File: config.mk
export PLATFORM = sky130hd
export DESIGN_NAME = alarm_ctrl_flat
export DESIGN_NICKNAME = d
export VERILOG_FILES = /design/src/rtl/alarm_ctrl_if.sv /design/src/rtl/alarm_ctrl.sv /design/src/flat_wrapper.sv
export SDC_FILE = /design/constraint.sdc
export NUM_CORES = 1
export LEC_CHECK = 0
export CAP_MARGIN = 10
export CORE_MARGIN = 2
export CORE_UTILIZATION = 25
export CTS_CLUSTER_SIZE = 10
export DETAILED_ROUTE_END_ITERATION = 8
export RECOVER_POWER = 50
export SYNTH_ARGS = -nofsm -noshare
export SYNTH_HDL_FRONTEND = slang
export SYNTH_SLANG_ARGS = --single-unit
File: constraint.sdc
create_clock -name clock -period 4.33 [get_ports clock]
set_input_delay 0.866 -clock clock [delete_from_list [all_inputs] [get_ports clock]]
set_output_delay 0.866 -clock clock [all_outputs]
set_load 0.005 [all_outputs]
File: src/rtl/alarm_ctrl_if.sv
// Alarm controller user/counter bus: time source, setpoint load, user strobes, status.
// Latency: n/a (signal bundle only).
// Backpressure: none; every strobe is sampled in the cycle it is asserted.
interface alarm_ctrl_if;
    logic [16:0] counter_state;
    logic        sec_tick;
    logic        set_load;
    logic [16:0] set_value;
    logic        enable;
    logic        snooze;
    logic        dismiss;
    logic        alarm_state;
    logic        armed;
    logic        snoozing;
    logic [16:0] setpoint;
    logic        set_err;

    // Driver side: produces time, loads and user strobes, observes status.
    modport master (
        output counter_state, sec_tick, set_load, set_value, enable, snooze, dismiss,
        input  alarm_state, armed, snoozing, setpoint, set_err
    );

    // Controller side.
    modport slave (
        input  counter_state, sec_tick, set_load, set_value, enable, snooze, dismiss,
        output alarm_state, armed, snoozing, setpoint, set_err
    );
endinterface

File: src/rtl/alarm_ctrl.sv
// Alarm clock controller: setpoint register, match/ring/snooze FSM with ring timeout.
// Latency: one cycle from a matching sec_tick (or user strobe) to the status outputs.
// Backpressure: none; strobes are single-cycle and never stalled, ignored ones are dropped.
module alarm_ctrl #(
    parameter int COUNTER_MAX  = 86399,
    parameter int SNOOZE_SEC   = 540,
    parameter int RING_TIMEOUT = 60,
    parameter int MAX_SNOOZE   = 3
) (
    input  logic        clock,
    input  logic        reset_n,
    alarm_ctrl_if.slave bus
);
    localparam int RW = $clog2(RING_TIMEOUT + 1);
    localparam int SW = $clog2(MAX_SNOOZE + 1);

    localparam logic [16:0]   CMAX = 17'(COUNTER_MAX);
    localparam logic [17:0]   MOD  = 18'(COUNTER_MAX + 1);
    localparam logic [17:0]   SNZ  = 18'(SNOOZE_SEC);
    localparam logic [RW-1:0] RTO  = RW'(RING_TIMEOUT);
    localparam logic [SW-1:0] SMAX = SW'(MAX_SNOOZE);

    typedef enum logic [1:0] {
        IDLE    = 2'd0,
        ARMED   = 2'd1,
        RINGING = 2'd2,
        SNOOZE  = 2'd3
    } state_t;

    state_t        state_q, state_d;
    logic [16:0]   setpoint_q, setpoint_d;
    logic [16:0]   target_q, target_d;
    logic [RW-1:0] ring_q, ring_d;
    logic [SW-1:0] snz_cnt_q, snz_cnt_d;
    logic          set_err_q, set_err_d;

    logic          load_ok;
    logic          load_bad;
    logic          match;
    logic [17:0]   snz_sum;
    logic [16:0]   snz_tgt;

    // Load qualification, exact-match detect and wrapped snooze target.
    always_comb begin
        load_ok  = bus.set_load && (bus.set_value <= CMAX);
        load_bad = bus.set_load && (bus.set_value > CMAX);
        match    = bus.sec_tick && (bus.counter_state == target_q);
        snz_sum  = {1'b0, bus.counter_state} + SNZ;
        snz_tgt  = 17'((snz_sum > {1'b0, CMAX}) ? (snz_sum - MOD) : snz_sum);
    end

    // Next-state logic: disable beats everything, then loads, then per-state behaviour.
    always_comb begin
        state_d    = state_q;
        setpoint_d = setpoint_q;
        target_d   = target_q;
        ring_d     = ring_q;
        snz_cnt_d  = snz_cnt_q;
        set_err_d  = load_bad;

        if (!bus.enable) begin
            state_d = IDLE;
            if (load_ok) begin
                setpoint_d = bus.set_value;
                target_d   = bus.set_value;
                snz_cnt_d  = '0;
            end
        end else if (load_ok) begin
            setpoint_d = bus.set_value;
            target_d   = bus.set_value;
            snz_cnt_d  = '0;
            state_d    = ARMED;
        end else if (load_bad) begin
            // Rejected load freezes everything for this cycle; only set_err reacts.
            state_d = state_q;
        end else begin
            case (state_q)
                IDLE: begin
                    state_d  = ARMED;
                    target_d = setpoint_q;
                end
                ARMED: begin
                    if (match) begin
                        state_d = RINGING;
                        ring_d  = '0;
                    end
                end
                SNOOZE: begin
                    if (bus.dismiss) begin
                        state_d   = ARMED;
                        target_d  = setpoint_q;
                        snz_cnt_d = '0;
                    end else if (match) begin
                        state_d = RINGING;
                        ring_d  = '0;
                    end
                end
                RINGING: begin
                    if (bus.dismiss) begin
                        state_d   = ARMED;
                        target_d  = setpoint_q;
                        snz_cnt_d = '0;
                    end else if (bus.snooze && (snz_cnt_q < SMAX)) begin
                        state_d   = SNOOZE;
                        target_d  = snz_tgt;
                        snz_cnt_d = snz_cnt_q + SW'(1);
                    end else if (bus.sec_tick) begin
                        ring_d = ring_q + RW'(1);
                        if ((ring_q + RW'(1)) == RTO) begin
                            state_d   = ARMED;
                            target_d  = setpoint_q;
                            snz_cnt_d = '0;
                        end
                    end
                end
                default: state_d = IDLE;
            endcase
        end
    end

    // State and datapath registers, cleared asynchronously.
    always_ff @(posedge clock or negedge reset_n) begin
        if (!reset_n) begin
            state_q    <= IDLE;
            setpoint_q <= '0;
            target_q   <= '0;
            ring_q     <= '0;
            snz_cnt_q  <= '0;
            set_err_q  <= 1'b0;
        end else begin
            state_q    <= state_d;
            setpoint_q <= setpoint_d;
            target_q   <= target_d;
            ring_q     <= ring_d;
            snz_cnt_q  <= snz_cnt_d;
            set_err_q  <= set_err_d;
        end
    end

    // Status decoded straight from the state register so reset drops it immediately.
    assign bus.alarm_state = (state_q == RINGING);
    assign bus.armed       = (state_q == ARMED) || (state_q == SNOOZE);
    assign bus.snoozing    = (state_q == SNOOZE);
    assign bus.setpoint    = setpoint_q;
    assign bus.set_err     = set_err_q;
endmodule

File: src/flat_wrapper.sv
// flat-port wrapper written by rule: the top's interface ports become plain ports
module alarm_ctrl_flat 
#(
    parameter int COUNTER_MAX  = 86399,
    parameter int SNOOZE_SEC   = 540,
    parameter int RING_TIMEOUT = 60,
    parameter int MAX_SNOOZE   = 3
)
  (clock, reset_n, bus_counter_state, bus_sec_tick, bus_set_load, bus_set_value, bus_enable, bus_snooze, bus_dismiss, bus_alarm_state, bus_armed, bus_snoozing, bus_setpoint, bus_set_err);
  alarm_ctrl_if bus_i ();
  input  logic clock;
  input  logic reset_n;
  input wire logic [$bits(bus_i.counter_state)-1:0] bus_counter_state;
  input wire logic [$bits(bus_i.sec_tick)-1:0] bus_sec_tick;
  input wire logic [$bits(bus_i.set_load)-1:0] bus_set_load;
  input wire logic [$bits(bus_i.set_value)-1:0] bus_set_value;
  input wire logic [$bits(bus_i.enable)-1:0] bus_enable;
  input wire logic [$bits(bus_i.snooze)-1:0] bus_snooze;
  input wire logic [$bits(bus_i.dismiss)-1:0] bus_dismiss;
  output wire logic [$bits(bus_i.alarm_state)-1:0] bus_alarm_state;
  output wire logic [$bits(bus_i.armed)-1:0] bus_armed;
  output wire logic [$bits(bus_i.snoozing)-1:0] bus_snoozing;
  output wire logic [$bits(bus_i.setpoint)-1:0] bus_setpoint;
  output wire logic [$bits(bus_i.set_err)-1:0] bus_set_err;
  assign bus_i.counter_state = bus_counter_state;
  assign bus_i.sec_tick = bus_sec_tick;
  assign bus_i.set_load = bus_set_load;
  assign bus_i.set_value = bus_set_value;
  assign bus_i.enable = bus_enable;
  assign bus_i.snooze = bus_snooze;
  assign bus_i.dismiss = bus_dismiss;
  assign bus_alarm_state = bus_i.alarm_state;
  assign bus_armed = bus_i.armed;
  assign bus_snoozing = bus_i.snoozing;
  assign bus_setpoint = bus_i.setpoint;
  assign bus_set_err = bus_i.set_err;
  alarm_ctrl #(.COUNTER_MAX(COUNTER_MAX), .SNOOZE_SEC(SNOOZE_SEC), .RING_TIMEOUT(RING_TIMEOUT), .MAX_SNOOZE(MAX_SNOOZE)) u_core (.clock(clock), .reset_n(reset_n), .bus(bus_i));
endmodule
==> summary.txt, run 1 <==
Outcome
  – Status: finished with violations
  – Failing checks: capacitance limit, slew limit

GRT
  – First-pass GRT wire length: ~16,000 um
  – Antenna violations before repair: 0
  – Vias in the first global route: 2,996
  – Gr ovfl total: 0
  – All-Layer GR Usage: about 14%
  – Largest net degree at the start of global routing: 46

Worst setup path
  – Worst path max stage delay: 0.66 ns
  – CP delay by family, top: simple AND/OR/NAND/NOR gates
  – CP Launch Type: primary input
  – Worst r2r src: u_core.state_q[0]
  – Critical path cell sequence: clkdlybuf4s50_1, inv_1, ha_1, nor2b_1, or4_2, and4_1, nor4_1, o21a_1, nor2_1, xor2_1, a221o_1
  – Reg2reg path depth: 7
  – Reg-to-reg endpoint: u_core.snz_cnt_q[0]
  – Critical-path top delay cell: or4_2
  – Kind of critical path: in -> reg
  – Worst R2R Setup Slack: between 1.5 and 2 ns
  – WP data arrival: ~3.9 ns
  – WP data required: between 4 and 5 ns
  – Worst Path Max Fanout: 10
  – Crit. path cell count: 11
  – CP Capture Type: register
  – Buf+Inv Stages, Crit Path: 2

Logic synthesis
  – EDFF count, synth: 0
  – Post-synthesis sequential area ratio: approximately a third
  – Gate Count Post-Synth: between 300 and 400
  – Post-synthesis cell type count: between 60 and 70
  – Seq cells post-synth: 45
  – Top_reg_cell synth: dfrtp_1
  – Post-synth net total: around 440
  – Ys async rst share: 100%
  – Synth warn: 0
  – Synthesized area per cell: approximately 8.4 um2
  – Mapped cell area: around 3300 um2

Worst hold path
  – Worst Hold Launch: u_core.target_q[3]
  – Hold Path Depth: 2
  – Hold Path Class: reg -> reg
  – Worst Hold End: u_core.target_q[3]

Cells and area
  – Commonest cells after routing, fill and taps aside: 60 x nand2_1, 50 x clkdlybuf4s50_1, 45 x dfrtp_1, 28 x a21oi_1, 27 x o21ai_0
  – Final net count: slightly below 500
  – Synth-to-Final Area Change: 28.8%
  – Non-Filler Instances: around 620
  – Commonest non-fill, non-tap cell in the layout: nand2_1
  – Count of inserted antenna diode cells: 0
  – Final Core Density: approximately a third
  – Fin area: approximately 4200 um2
  – Share of cells above drive strength 1: about a tenth

Die
  – Ports: 62
  – DIE AREA: 14,000 um2
  – Die width: approximately 120 um
  – Initial Utilization: about 26%
  – Height of the chip: between 100 and 150 um
  – Number of cell rows: between 40 and 50
  – Core ar.: roughly 13,000 um2

Drt
  – Pre-antenna DRT Iters: 5
  – Total Routed Length: 9520 um
  – Vias: about 3,000
  – Detail Route Antenna Nets: 0
  – DRC: 0
  – 1st-iter DRT viols: 322
  – Vias per inst: between 4 and 5
  – Wire per inst: ~15 um

Place
  – DPL Wire Length: about 7400 um
  – Post-placement cell count: between 600 and 700
  – Port bufs: roughly 60
  – GP Congestion: ~0.86
  – Worst slack, placed: between 0.3 and 0.4 ns
  – Placed inst area: just over 4000 um2

Pwr
  – Pint: 898 uW
  – P per Cell Area: between 300 and 400 nW/um2
  – Clk pwr share: about a third
  – Reg power frac: between 40 and 50%
  – Switching pwr: between 300 and 400 uW
  – Pleak: roughly 1.7 nW
  – Switch share: between 30% and 40%
  – Power consumption: 1.29 mW
  – VDD IR max: between 0.0001 and 0.00015 V
  – Combinational group share of total power: between 20% and 30%

Clocking
  – CTS Root Cell: clkbuf_16
  – Post-CTS setup buffers: 0
  – CTS sink count: 45
  – Deepest clock path buffer count: 2
  – CTS buffer count: 5
  – CTS tree: done
  – Clock transition at path regs: 0.06 ns
  – CTS H-tree lvls: 2
  – Clock latency on the worst-skew pair: a little under 0.3 ns
  – Hold Buf Count CTS: 0
  – Cts repair resizes: 0

Timing
  – Max Clk Rate: about 270 MHz
  – Min Tclk post-route: approximately 3.7 ns
  – Final setup violation count: 0
  – Worst-margin pin slew: 2.48 ns
  – Worst setup margin: approximately 0.65 ns
  – Slew headroom: -65.1%
  – Fin Setup TNS: 0 ns
  – RSZ-0062 raised after global routing: no
  – Final hold violation count: 0
  – Worst Clk Skew: 0.00769 ns
  – Hold Worst Slack: around 0.50 ns
  – Slew Viols, Final: between 40 and 50
  – Period utilization: between 80 and 90%

Job
  – Max-Cap Viols: 1
Yosys cell counts (all sizes together) (2+ instances only):
library cell / n / share of area (%)
a211oi: 4 / 0.92
a21o: 2 / 0.46
a21oi: 28 / 4.3
a221o: 2 / 0.61
a221oi: 2 / 0.73
a22o: 3 / 0.80
a31oi: 2 / 0.38
and2: 4 / 0.77
and3: 2 / 0.38
buf: 10 / 2.6
clkbuf: 13 / 1.5
dfrtp: 45 / 34
ha: 8 / 3.1
inv: 17 / 2.0
mux2: 11 / 3.8
nand2: 60 / 6.9
nand2b: 6 / 1.1
nand3: 9 / 1.4
nand4: 5 / 0.96
nor2: 17 / 2.0
nor2b: 3 / 0.57
nor3: 21 / 3.4
nor3b: 4 / 0.92
nor4: 8 / 2.0
o211ai: 5 / 1.1
o21a: 3 / 0.69
o21ai: 29 / 4.4
o22ai: 5 / 0.96
o311ai: 2 / 0.77
o31ai: 2 / 0.61
or3: 4 / 0.77
or4: 3 / 0.84
xnor2: 12 / 3.2
xor2: 24 / 6.7
registers in the layout, summed over array words and instances (netlist names):
| name | cells |
|---|---|
| u_core.bus.setpoint | 17 |
| u_core.state_q | 2 |
| u_core.ring_q | 6 |
| u_core.target_q | 17 |
| u_core.snz_cnt_q | 2 |
| u_core.bus.set_err | 1 |
logic make-up (layout without fill, tap and decap cells):
family | after synthesis | in the layout | share of synthesized area (%)
simple gates | 151 | 151 | 23.3
compound gates | 98 | 98 | 19.2
flops | 45 | 45 | 34.5
buf+inv | 40 | 99 | 6.05
xor+xnor | 36 | 36 | 9.89
mux | 12 | 12 | 4.10
fa+ha+maj | 8 | 8 | 3.07
worst min-delay path: stages (launching register included):
cell and delay (ns):
dfrtp_1 0.36, nand2_1 0.05, o21ai_0 0.06
power groups by stage:
stage | clock network [mW] | registers [mW] | logic [mW]
3_3_place_gp | 0 | 0.534 | 0.351
2_1_floorplan | 0 | 0.523 | 0.197
6_report | 0.411 | 0.528 | 0.348
4_1_cts | 0.419 | 0.528 | 0.356
3_5_place_dp | 0 | 0.535 | 0.354
5_1_grt | 0.444 | 0.535 | 0.387
layer usage:
metal / routed length [um] / global-route usage [%]
met3: 528 / 3.52
met5: 0 / 0
met4: 176 / 3.24
met1: 4400 / 18.8
met2: 4420 / 22.0
how the worst max path moves through the flow:
stage,endpoint,slack [ns],from
floorplan,u_core.target_q[9],0.78,bus_counter_state[2]
global route,u_core.target_q[9],0.48,bus_counter_state[2]
detailed placement,u_core.target_q[9],0.36,bus_counter_state[2]
finish,u_core.target_q[9],0.65,bus_counter_state[2]
global placement,u_core.target_q[9],0.42,bus_counter_state[2]
CTS,u_core.target_q[9],0.66,bus_counter_state[2]
final cells by class:
class,count,area [um2]
tap,172,215
clock inverter,1,5.00
fill,1368,8460
timing repair buffer,74,702
multi-input combinational,305,1940
sequential,45,1130
clock buffer,7,153
inverter,17,63.8
Power figures use the tool's default switching activity.
==> run 2: changes to the inputs <==
clock period = 3.65 ns   (was 4.33 ns; I/O delays follow)
==> run 2 against run 1 <==
Compared with the run above:
- the flow still finishes with violations (capacitance limit, slew limit)
- via count rose by 2.2%
- hold slack got worse by 0.0013 ns
- combinational power increased by 24%
- cell count up 3.1%
- clock skew fell by 0.0026 ns
- core utilization is 0.96 points higher
- routed wire length is 0.91% higher
==> summary.txt, run 2 (synthesis results as in run 1) <==
Cells and area
  – Commonest cells after routing, fill and taps aside: 60 x nand2_1, 50 x clkdlybuf4s50_1, 45 x dfrtp_1, 32 x buf_4, 28 x a21oi_1
  – Synth-to-Final Area Change: 32.5%
  – Commonest non-fill, non-tap cell in the layout: nand2_1
  – Count of inserted antenna diode cells: 0
  – Share of cells above drive strength 1: 12.6%
  – Final Core Density: 34.2%
  – Final net count: a little over 500

GRT
  – All-Layer GR Usage: around 14%
  – Vias in the first global route: approximately 3,200
  – First-pass GRT wire length: about 16,000 um
  – Antenna violations before repair: 0
  – Gr ovfl total: 0
  – Largest net degree at the start of global routing: 46

Clocking
  – CTS H-tree lvls: 2
  – Deepest clock path buffer count: 2
  – Post-CTS setup buffers: 0
  – Cts repair resizes: 0
  – CTS buffer count: 5
  – CTS sink count: 45
  – CTS tree: done
  – Clock latency on the worst-skew pair: 0.29 ns
  – Clock transition at path regs: ~0.060 ns
  – Hold Buf Count CTS: 0
  – CTS Root Cell: clkbuf_16

Worst setup path
  – CP Capture Type: register
  – Kind of critical path: in -> reg
  – Worst setup startpoint: bus_counter_state[2]
  – WP data arrival: 3.53 ns
  – Crit path capture: u_core.target_q[9]
  – Worst Path Max Fanout: 5
  – WP data required: between 3 and 4 ns
  – Reg2reg path depth: 8
  – Worst r2r src: u_core.state_q[0]
  – Worst R2R Setup Slack: between 1 and 1.5 ns
  – CP Launch Type: primary input
  – Reg-to-reg endpoint: u_core.target_q[11]

Drt
  – Detail Route Antenna Nets: 0
  – Vias per inst: roughly 5
  – Pre-antenna DRT Iters: 4
  – Wire per inst: 15.0 um
  – Total Routed Length: around 9600 um
  – DRC: 0
  – Vias: roughly 3,100
  – 1st-iter DRT viols: around 200

Timing
  – RSZ-0062 raised after global routing: no
  – Hold Worst Slack: about 0.50 ns
  – Final hold violation count: 0
  – Max Clk Rate: 298 MHz
  – Min Tclk post-route: 3.36 ns
  – Worst Clk Skew: 0.00505 ns
  – Period utilization: about nine tenths
  – Final setup violation count: 0
  – Worst-margin pin slew: 2.52 ns
  – Slew Viols, Final: 46
  – Fin Setup TNS: 0 ns
  – Slew headroom: -67.9%

Pwr
  – P per Cell Area: 346 nW/um2
  – VDD IR max: around 0.00022 V
  – Power consumption: ~1.5 mW
  – Pleak: ~1.8 nW

Die
  – DIE AREA: 14,000 um2
  – Ports: 62
  – Number of cell rows: 41
  – Die width: about 120 um
  – Core ar.: between 10,000 and 15,000 um2
  – Height of the chip: between 100 and 150 um
  – Initial Utilization: between 20% and 30%

Outcome
  – Failing checks: capacitance limit, slew limit
  – Status: finished with violations

Job
  – Max-Cap Viols: 1

Worst hold path
  – Worst Hold Launch: u_core.target_q[1]
  – Hold Path Class: reg -> reg

Place
  – Port bufs: 61
  – GP Congestion: 0.853
  – DPL Wire Length: 7550 um
[run 2: area by class of cell]
type                    instances  area, um2
clock buffers                   8        136
repair buffers                 93        845
well taps                     172        215
inverters                      17       63.8
flip-flops and latches         45       1130
fillers                      1341       8340
multi-input cells             305       1940
[run 2: routing by layer]
layer	global-route usage, %	wire, um
met2	22.5	4580
met1	18.9	4400
met4	4.14	140
met3	2.80	491
met5	0	0
[run 2: how the worst min path moves through the flow]
stage | endpoint | depth (start not counted)
2_1_floorplan | u_core.bus.set_err | 0
3_3_place_gp | u_core.target_q[2] | 2
3_5_place_dp | u_core.target_q[3] | 2
4_1_cts | u_core.target_q[3] | 2
5_1_grt | u_core.target_q[3] | 2
6_report | u_core.target_q[1] | 2
[run 2: through the flow]
step                cell area [um2]  std cells  setup WS [ns]
floorplan                      3270        390          0.232
global placement               4190        632         0.0578
detailed placement             4190        632        0.00245
CTS                            4330        640          0.283
global route                   4330        640          0.107
finish                         4330        640          0.295
[run 2: report_power, final]
| group | internal, mW | switching (mW) |
|---|---|---|
| Clock | 0.255 | 0.189 |
| Sequential | 0.567 | 0.0553 |
| Combinational | 0.223 | 0.208 |
| Total | 1.05 | 0.452 |
[run 2: worst max-delay path, cell delays in order]
cell,delay [ns]
clkdlybuf4s50_1,0.47
inv_1,0.05
ha_1,0.23
nor2b_1,0.18
or4_2,0.64
and4_1,0.20
nor4_1,0.18
o21a_1,0.32
nor2_1,0.08
xor2_1,0.14
a221o_1,0.32
==> run 3: changes to the inputs <==
CELL_PAD_IN_SITES_DETAIL_PLACEMENT = 0   (was unset)
CELL_PAD_IN_SITES_GLOBAL_PLACEMENT = 1   (was unset)
PLACE_DENSITY_LB_ADDON = 0.1   (was unset)
SLEW_MARGIN = 25   (was unset)
==> run 3 against run 2 <==
Compared with the run above:
- clock power is 3% lower
- die area stayed put
- global-route usage is 1.1 points higher
- register-to-register slack worse by 0.08 ns
- non-clock buffer count is 2 higher
- highest routed layer unchanged
- sequential power hardly changed
- critical path depth stayed put
- the flow still finishes with violations (capacitance limit, slew limit)
- design area is 0.12% higher
- critical path type unchanged
==> summary.txt, run 3 (synthesis results as in run 1) <==
Worst setup path
  – Critical path cell sequence: clkdlybuf4s50_1, inv_1, ha_1, nor2b_1, or4_2, and4_1, nor4_1, o21a_1, nor2_1, xor2_1, a221o_1
  – Buf+Inv Stages, Crit Path: 2
  – Reg-to-reg endpoint: u_core.target_q[11]
  – Worst path max stage delay: around 0.64 ns
  – Worst R2R Setup Slack: around 1.1 ns
  – Kind of critical path: in -> reg
  – WP data required: between 3 and 4 ns
  – Crit path capture: u_core.target_q[9]
  – Reg2reg path depth: 8
  – WP data arrival: 3.56 ns
  – Crit. path cell count: 11
  – Critical-path top delay cell: or4_2
  – Worst r2r src: u_core.state_q[0]
  – CP Launch Type: primary input
  – Worst setup startpoint: bus_counter_state[2]
  – CP delay by family, top: simple AND/OR/NAND/NOR gates
  – Worst Path Max Fanout: 5
  – CP Capture Type: register

Cells and area
  – Synth-to-Final Area Change: 32.7%
  – Count of inserted antenna diode cells: 0
  – Final net count: about 520
  – Commonest cells after routing, fill and taps aside: 60 x nand2_1, 50 x clkdlybuf4s50_1, 45 x dfrtp_1, 33 x buf_4, 28 x a21oi_1
  – Commonest non-fill, non-tap cell in the layout: nand2_1
  – Sequential Area: 1130 um2
  – Final Core Density: between 30% and 40%
  – Fillers: 1,369
  – Share of cells above drive strength 1: around an eighth
  – Area occupied by multi-input gates: about 2000 um2

Timing
  – Slew Viols, Final: 30
  – Worst Clk Skew: ~0.0048 ns
  – Min Tclk post-route: ~3.4 ns
  – RSZ-0062 raised after global routing: no
  – Slew headroom: -12.2%
  – Max Clk Rate: a little under 300 MHz
  – Period utilization: between 90% and 100%
  – Worst-margin pin slew: around 1.7 ns
  – Fin Setup TNS: 0 ns
  – Final setup violation count: 0
  – Final hold violation count: 0
  – Worst setup margin: 0.263 ns

Drt
  – DRC: 0
  – Vias: ~3,000
  – Wire per inst: between 15 and 20 um
  – Total Routed Length: roughly 10,000 um
  – Pre-antenna DRT Iters: 4
  – 1st-iter DRT viols: roughly 190
  – Vias per inst: between 4 and 5
  – Detail Route Antenna Nets: 0

Clocking
  – Post-CTS setup buffers: 0
  – Deepest clock path buffer count: 2
  – Clock latency on the worst-skew pair: 0.28 ns
  – CTS buffer count: 5
  – CTS Root Cell: clkbuf_16
  – CTS sink count: 45
  – Hold Buf Count CTS: 0
  – CTS H-tree lvls: 2
  – Cts repair resizes: 0
  – Clock transition at path regs: approximately 0.060 ns
  – CTS tree: done

Die
  – DIE AREA: about 14,000 um2
  – Height of the chip: ~120 um
  – Number of cell rows: 41
  – Ports: 62
  – Die width: 118 um
  – Initial Utilization: 25.8%
  – Core ar.: approximately 13,000 um2

Pwr
  – VDD IR max: approximately 0.00016 V
  – P per Cell Area: roughly 340 nW/um2
  – Power consumption: approximately 1.5 mW
  – Pleak: ~1.8 nW

Place
  – GP Congestion: about 0.85
  – DPL Wire Length: 8170 um
  – Port bufs: slightly above 60
  – Worst slack, placed: -0.00985 ns

GRT
  – All-Layer GR Usage: 15.1%
  – First-pass GRT wire length: 16,700 um
  – Largest net degree at the start of global routing: 30
  – Antenna violations before repair: 0
  – Gr ovfl total: 0
  – Vias in the first global route: around 3,100

Outcome
  – Status: finished with violations
  – Failing checks: capacitance limit, slew limit

Job
  – Max-Cap Viols: 1

Worst hold path
  – Hold Path Class: reg -> reg
[run 3: cell types whose count changed in the layout (fill, tap and decap cells not counted), sizes merged]
cell | before | now
clkinv | 0 | 1
buf | 32 | 33
clkbuf | 9 | 7
[run 3: stage by stage]
stage / hold WS (ns) / instance area (um2) / std cells
2_1_floorplan: 0.434 / 3270 / 390
3_3_place_gp: 0.482 / 4210 / 634
3_5_place_dp: 0.491 / 4210 / 634
4_1_cts: 0.505 / 4340 / 640
5_1_grt: 0.527 / 4330 / 640
6_report: 0.496 / 4330 / 640
[run 3: worst min-delay path by stage]
stage / start / endpoint / cells past startpoint
floorplan: reset_n / u_core.bus.set_err / 0
global route: u_core.target_q[2] / u_core.target_q[2] / 2
detailed placement: u_core.target_q[3] / u_core.target_q[3] / 2
finish: u_core.target_q[3] / u_core.target_q[3] / 2
CTS: u_core.target_q[3] / u_core.target_q[3] / 2
global placement: u_core.target_q[3] / u_core.target_q[3] / 2
[run 3: cell type report]
class / count / area share [%]
Timing Repair Buffer: 95 / 19.8
Sequential cell: 45 / 26.0
Clock inverter: 1 / 0.116
Multi-Input combinational cell: 305 / 44.8
Tap cell: 172 / 4.97
Clock buffer: 5 / 2.89
Inverter: 17 / 1.47
[run 3: power breakdown]
| group | switching (mW) | internal, mW |
|---|---|---|
| sequential | 0.0556 | 0.567 |
| combinational | 0.214 | 0.223 |
| clock | 0.185 | 0.245 |
[run 3: layer usage]
| metal | GRT usage (%) | part of all wire (%) | vias up |
|---|---|---|---|
| li1 | - | - | 1545 |
| met2 | 25.2 | 48 | 62 |
| met5 | 0 | 0 | - |
| met3 | 2.61 | 3.6 | 11 |
| met4 | 3.39 | 1.4 | 0 |
| met1 | 20.3 | 47 | 1420 |
[run 3: worst register-to-register path, delay by kind of cell, from the launching register on]
kind            cells  cell delay (ns)
compound gates      4             0.98
fa+ha+maj           1             0.49
buf+inv             2             0.28
flops               1             0.40
simple gates        1             0.36
==> patch 1, RTL diff (config.mk and constraints of run 3) <==
Make the reset (`reset_n`) synchronous in one clocked block. Comments in the files are not updated.
--- a/src/rtl/alarm_ctrl.sv
+++ b/src/rtl/alarm_ctrl.sv
@@ -119,7 +119,7 @@
     end
 
     // State and datapath registers, cleared asynchronously.
-    always_ff @(posedge clock or negedge reset_n) begin
+    always_ff @(posedge clock) begin
         if (!reset_n) begin
             state_q    <= IDLE;
             setpoint_q <= '0;
Function: differs if reset_n is asserted again (counterexample within 4 cycles, from zero or initial values and one cycle with reset_n low); with reset_n held inactive, the same outputs for 4 cycles.
==> patch 1 against run 3 <==
- total power decreased by 11%
- synthesized area decreased by 3.1%
- design area decreased by 0.98%
- fmax increased by 4.3%
- wire length increased by 4.0%
- register-to-register slack got worse by 0.23 ns
- setup slack improved by 0.14 ns
- sequential cell count unchanged
- largest cell class unchanged
- highest routed layer unchanged
==> patch 1: results (changes against run 3) <==
RR Startpoint u_core.state_q[0]; Metal-1 WL 4.94 mm (+1.9%); Seq group 543 µW (-13%); WL per Instance 16.1 µm (-0.20%); top post-synthesis cells by area dfxtp_1 28%, nand2_1 9.4%, xor2_1 6.1%; hold_sp u_core.target_q[1]; GR Util met1 21.2% (+0.86 points); Net Count, Synth 464 (+5.7%); Global Route Usage Sum 16.6% (+1.5 points); Critical Path AT 3.41 ns (-0.15 ns); Peak VDD IR 188 µV (+19%); Clk power 454 µW (+5.6%); Met3 Wirelength 441 µm (+19%); NumNets Final 543 (+4.8%); status completed; Non-Filler Instances 667 (+4.2%); post-synthesis average cell area 7.63 µm² (-8.9%); number of global-route vias before repair 3260 (+6.4%); via count 3192 (+5.1%); RePlAce Congestion 0.823 (-3.6%); hpwl dp 8.54 mm (+4.5%); global routing usage on met2 28.5% (+3.3 points); largest net degree at the start of global routing 19 (-37%); FFs w/ async S/R, synth 0% (-100 points); share of cells above drive strength 1 12.3% (-0.71 points); Main synth FF type dfxtp_1; P_leak 1.62 nW (-9.8%); met2 WL post-DR 5.13 mm (+3.5%); GRT met3 Usage 3.17% (+0.56 points); register area share after synthesis 28.5% (-6.0 points)
## patch 1: cell types whose count changed after synthesis, moves of 10 or more
cell / delta
dfrtp_1: -45
dfxtp_1: +45
nand2_1: +19
o21ai_0: -17
nor2_1: +11
mux2_2: -10
## patch 1: cells by family (layout without fill, tap and decap cells)
family	after synthesis	after routing	synth area share [%]
fa+ha+maj	8	8	3.16
xor+xnor	32	32	9.33
flops	45	45	28.5
simple gates	180	180	26.9
mux	1	1	0.356
compound gates	113	113	26.5
buf+inv	36	116	5.30
## patch 1: stage by stage
stage	hold slack (ns)	instance area (µm²)	power [mW]	utilization (%)
after floorplan	0.441	3170	0.727	-
after global placement	0.449	4150	0.894	33.3
after detailed placement	0.459	4150	0.894	33.3
after CTS	0.470	4290	1.35	34.4
after global routing	0.475	4290	1.40	34.4
final	0.470	4290	1.33	34.4
## patch 1: cell type report
class	instances	area (µm²)	share of cell area (%)
clock buffer	8	136	3.18
inverter	11	41.3	0.962
multi-input combinational	334	2100	49.0
sequential	45	901	21.0
tap	172	215	5.02
timing repair buffer	97	893	20.8
## patch 1: worst paths after layout
| path | slack, ns | endpoint | cells past startpoint |
|---|---|---|---|
| worst max-delay path | 0.40 | u_core.target_q[12] | 11 |
| worst min-delay path | 0.47 | u_core.target_q[1] | 2 |
| worst min register to register | 0.47 | u_core.target_q[1] | 2 |
| worst max register to register | 0.86 | u_core.target_q[11] | 10 |
## patch 1: worst max-delay path, stage by stage
cell	delay (ns)
dlygate4sd3_1	0.59
a2111o_1	0.46
a21o_1	0.18
a21oi_1	0.16
buf_4	0.15
nand3b_1	0.17
o21a_1	0.18
nand2_1	0.21
or3_1	0.42
o211ai_1	0.10
a31oi_1	0.06
==> patch 2, RTL diff (settings of run 3) <==
Made on the original files. `MAX_SNOOZE` is set to 3 in 2 places; all go to 5.
--- a/src/rtl/alarm_ctrl.sv
+++ b/src/rtl/alarm_ctrl.sv
@@ -5,7 +5,7 @@
     parameter int COUNTER_MAX  = 86399,
     parameter int SNOOZE_SEC   = 540,
     parameter int RING_TIMEOUT = 60,
-    parameter int MAX_SNOOZE   = 3
+    parameter int MAX_SNOOZE   = 5
 ) (
     input  logic        clock,
     input  logic        reset_n,
--- a/src/flat_wrapper.sv
+++ b/src/flat_wrapper.sv
@@ -4,7 +4,7 @@
     parameter int COUNTER_MAX  = 86399,
     parameter int SNOOZE_SEC   = 540,
     parameter int RING_TIMEOUT = 60,
-    parameter int MAX_SNOOZE   = 3
+    parameter int MAX_SNOOZE   = 5
 )
   (clock, reset_n, bus_counter_state, bus_sec_tick, bus_set_load, bus_set_value, bus_enable, bus_snooze, bus_dismiss, bus_alarm_state, bus_armed, bus_snoozing, bus_setpoint, bus_set_err);
   alarm_ctrl_if bus_i ();
Formal check against the unedited RTL: no difference found for any inputs over 4 cycles, from zero or initial values and one cycle with reset_n low; that may be too few to reach the edited logic, so the function may still have changed.
==> patch 2 against run 3 <==
- the flow still finishes with violations (max-capacitance violations, max-slew violations)
- total power grew 11%
- synthesized area grew 3.2%
- first-iteration DRC count grew 21%
- setup slack gained 0.18 ns
- worst hold slack lost 0.00061 ns
- combinational power shrank 4.8%
- fmax grew 5.6%
- wire length grew 7.0%
- design area grew 3.7%
- sequential cell count grew 1
- critical path type unchanged
- largest power group is now the clock network
==> patch 2: results (changes against run 3) <==
final wirelength 11.0 mm (+7.0%); status finished, violations left; vias per cell 4.78 (+0.66%); register area share after synthesis 34.1% (-0.33 points); XOR/XNOR Fraction of Synth Area 8.31% (-1.6 points); fin. max-slew vios 30 (unchanged); top post-synthesis cells by count 88 x nand2_1, 46 x dfrtp_1, 42 x o21ai_0; share of cells above drive strength 1 10.8% (-2.2 points); total of max-cap violations 1 (unchanged); CP Capture Point u_core.target_q[15]; Max FO, Critical Path 4 (-1); top post-synthesis cells by area dfrtp_1 34%, nand2_1 9.8%, o21ai_0 6.2%; first-pass GRT wire length 17.9 mm (+7.1%); placed cells 659 (+3.9%); Net Count, Synth 465 (+5.9%); register-to-register setup slack 0.95 ns (-0.14 ns); failing checks max-capacitance violations, max-slew violations; Slew @ Worst Pin 1.69 ns (+0.0126 ns); Non-Filler Instances 667 (+4.2%); cells on worst reg2reg path 9 (+1); crit path max-delay cell type clkdlybuf4s50_1; worst clock skew 0.00900 ns (+0.00421 ns); post-synthesis mux area share 1.56% (-2.5 points); Global Route Usage Sum 15.8% (+0.72 points); Hold WS 0.496 ns (-0.000613 ns); RePlAce Congestion 0.791 (-7.3%); Min-Delay Endpoint u_core.bus.setpoint[5]; Compound-Gate Fraction of Synth Area 21.0% (+1.8 points); number of global-route vias before repair 3235 (+5.5%); hpwl dp 8.79 mm (+7.5%); hold_sp u_core.bus.setpoint[5]; Peak VDD IR 242 µV (+53%); NumNets Final 539 (+4.1%); max incr delay on CP 0.52 ns (-0.12 ns); DRT iter0 DRCs 231 (+21%)
[patch 2: cell types whose count changed after synthesis, sizes merged, moves of 4 or more]
| cell | change |
|---|---|
| o31ai | +4 |
| nor2b | +5 |
| xnor2 | -4 |
| a21oi | -15 |
| inv | -10 |
| nor3 | -12 |
| o21ai | +13 |
| nand3 | +8 |
| nand2 | +28 |
| o22ai | -5 |
| mux2 | -9 |
| nor2 | +10 |
[patch 2: through the flow]
| stage | setup WS, ns | total power, mW | instance area [µm²] |
|---|---|---|---|
| after floorplan | 0.820 | 0.841 | 3370 |
| after global placement | 0.217 | 1.06 | 4300 |
| after detailed placement | 0.178 | 1.06 | 4300 |
| after CTS | 0.468 | 1.69 | 4500 |
| after global routing | 0.246 | 1.75 | 4490 |
| final | 0.441 | 1.66 | 4490 |
[patch 2: area by class of cell]
class                           count  area [µm²]
Clock buffer                        6         139
Multi-Input combinational cell    340        2070
Tap cell                          176         220
Clock inverter                      2        60.1
Timing Repair Buffer               90         831
Inverter                            7        26.3
Sequential cell                    46        1150
Fill cell                        1392        8700
[patch 2: cells by family after synthesis]
kind of cell    Yosys count
fa+ha+maj                 8
buf+inv                  30
xor+xnor                 32
mux                       5
compound gates          102
simple gates            193
flops                    46
[patch 2: metal layers]
metal	GRT usage, %	wire, µm
met5	0	0
met3	1.71	313
met1	22.5	5440
met2	25.7	5190
met4	3.68	105
[patch 2: report_power, final]
part           internal, mW  switching (mW)  total (mW)
Combinational         0.206           0.210       0.416
Sequential            0.571          0.0492       0.621
Clock                 0.412           0.213       0.625
Total                  1.19           0.472        1.66
[patch 2: worst min-delay path, cell delays in order, from the launching register on]
cell and delay, ns:
dfrtp_1 0.35, nand2_1 0.06, nand2_1 0.06
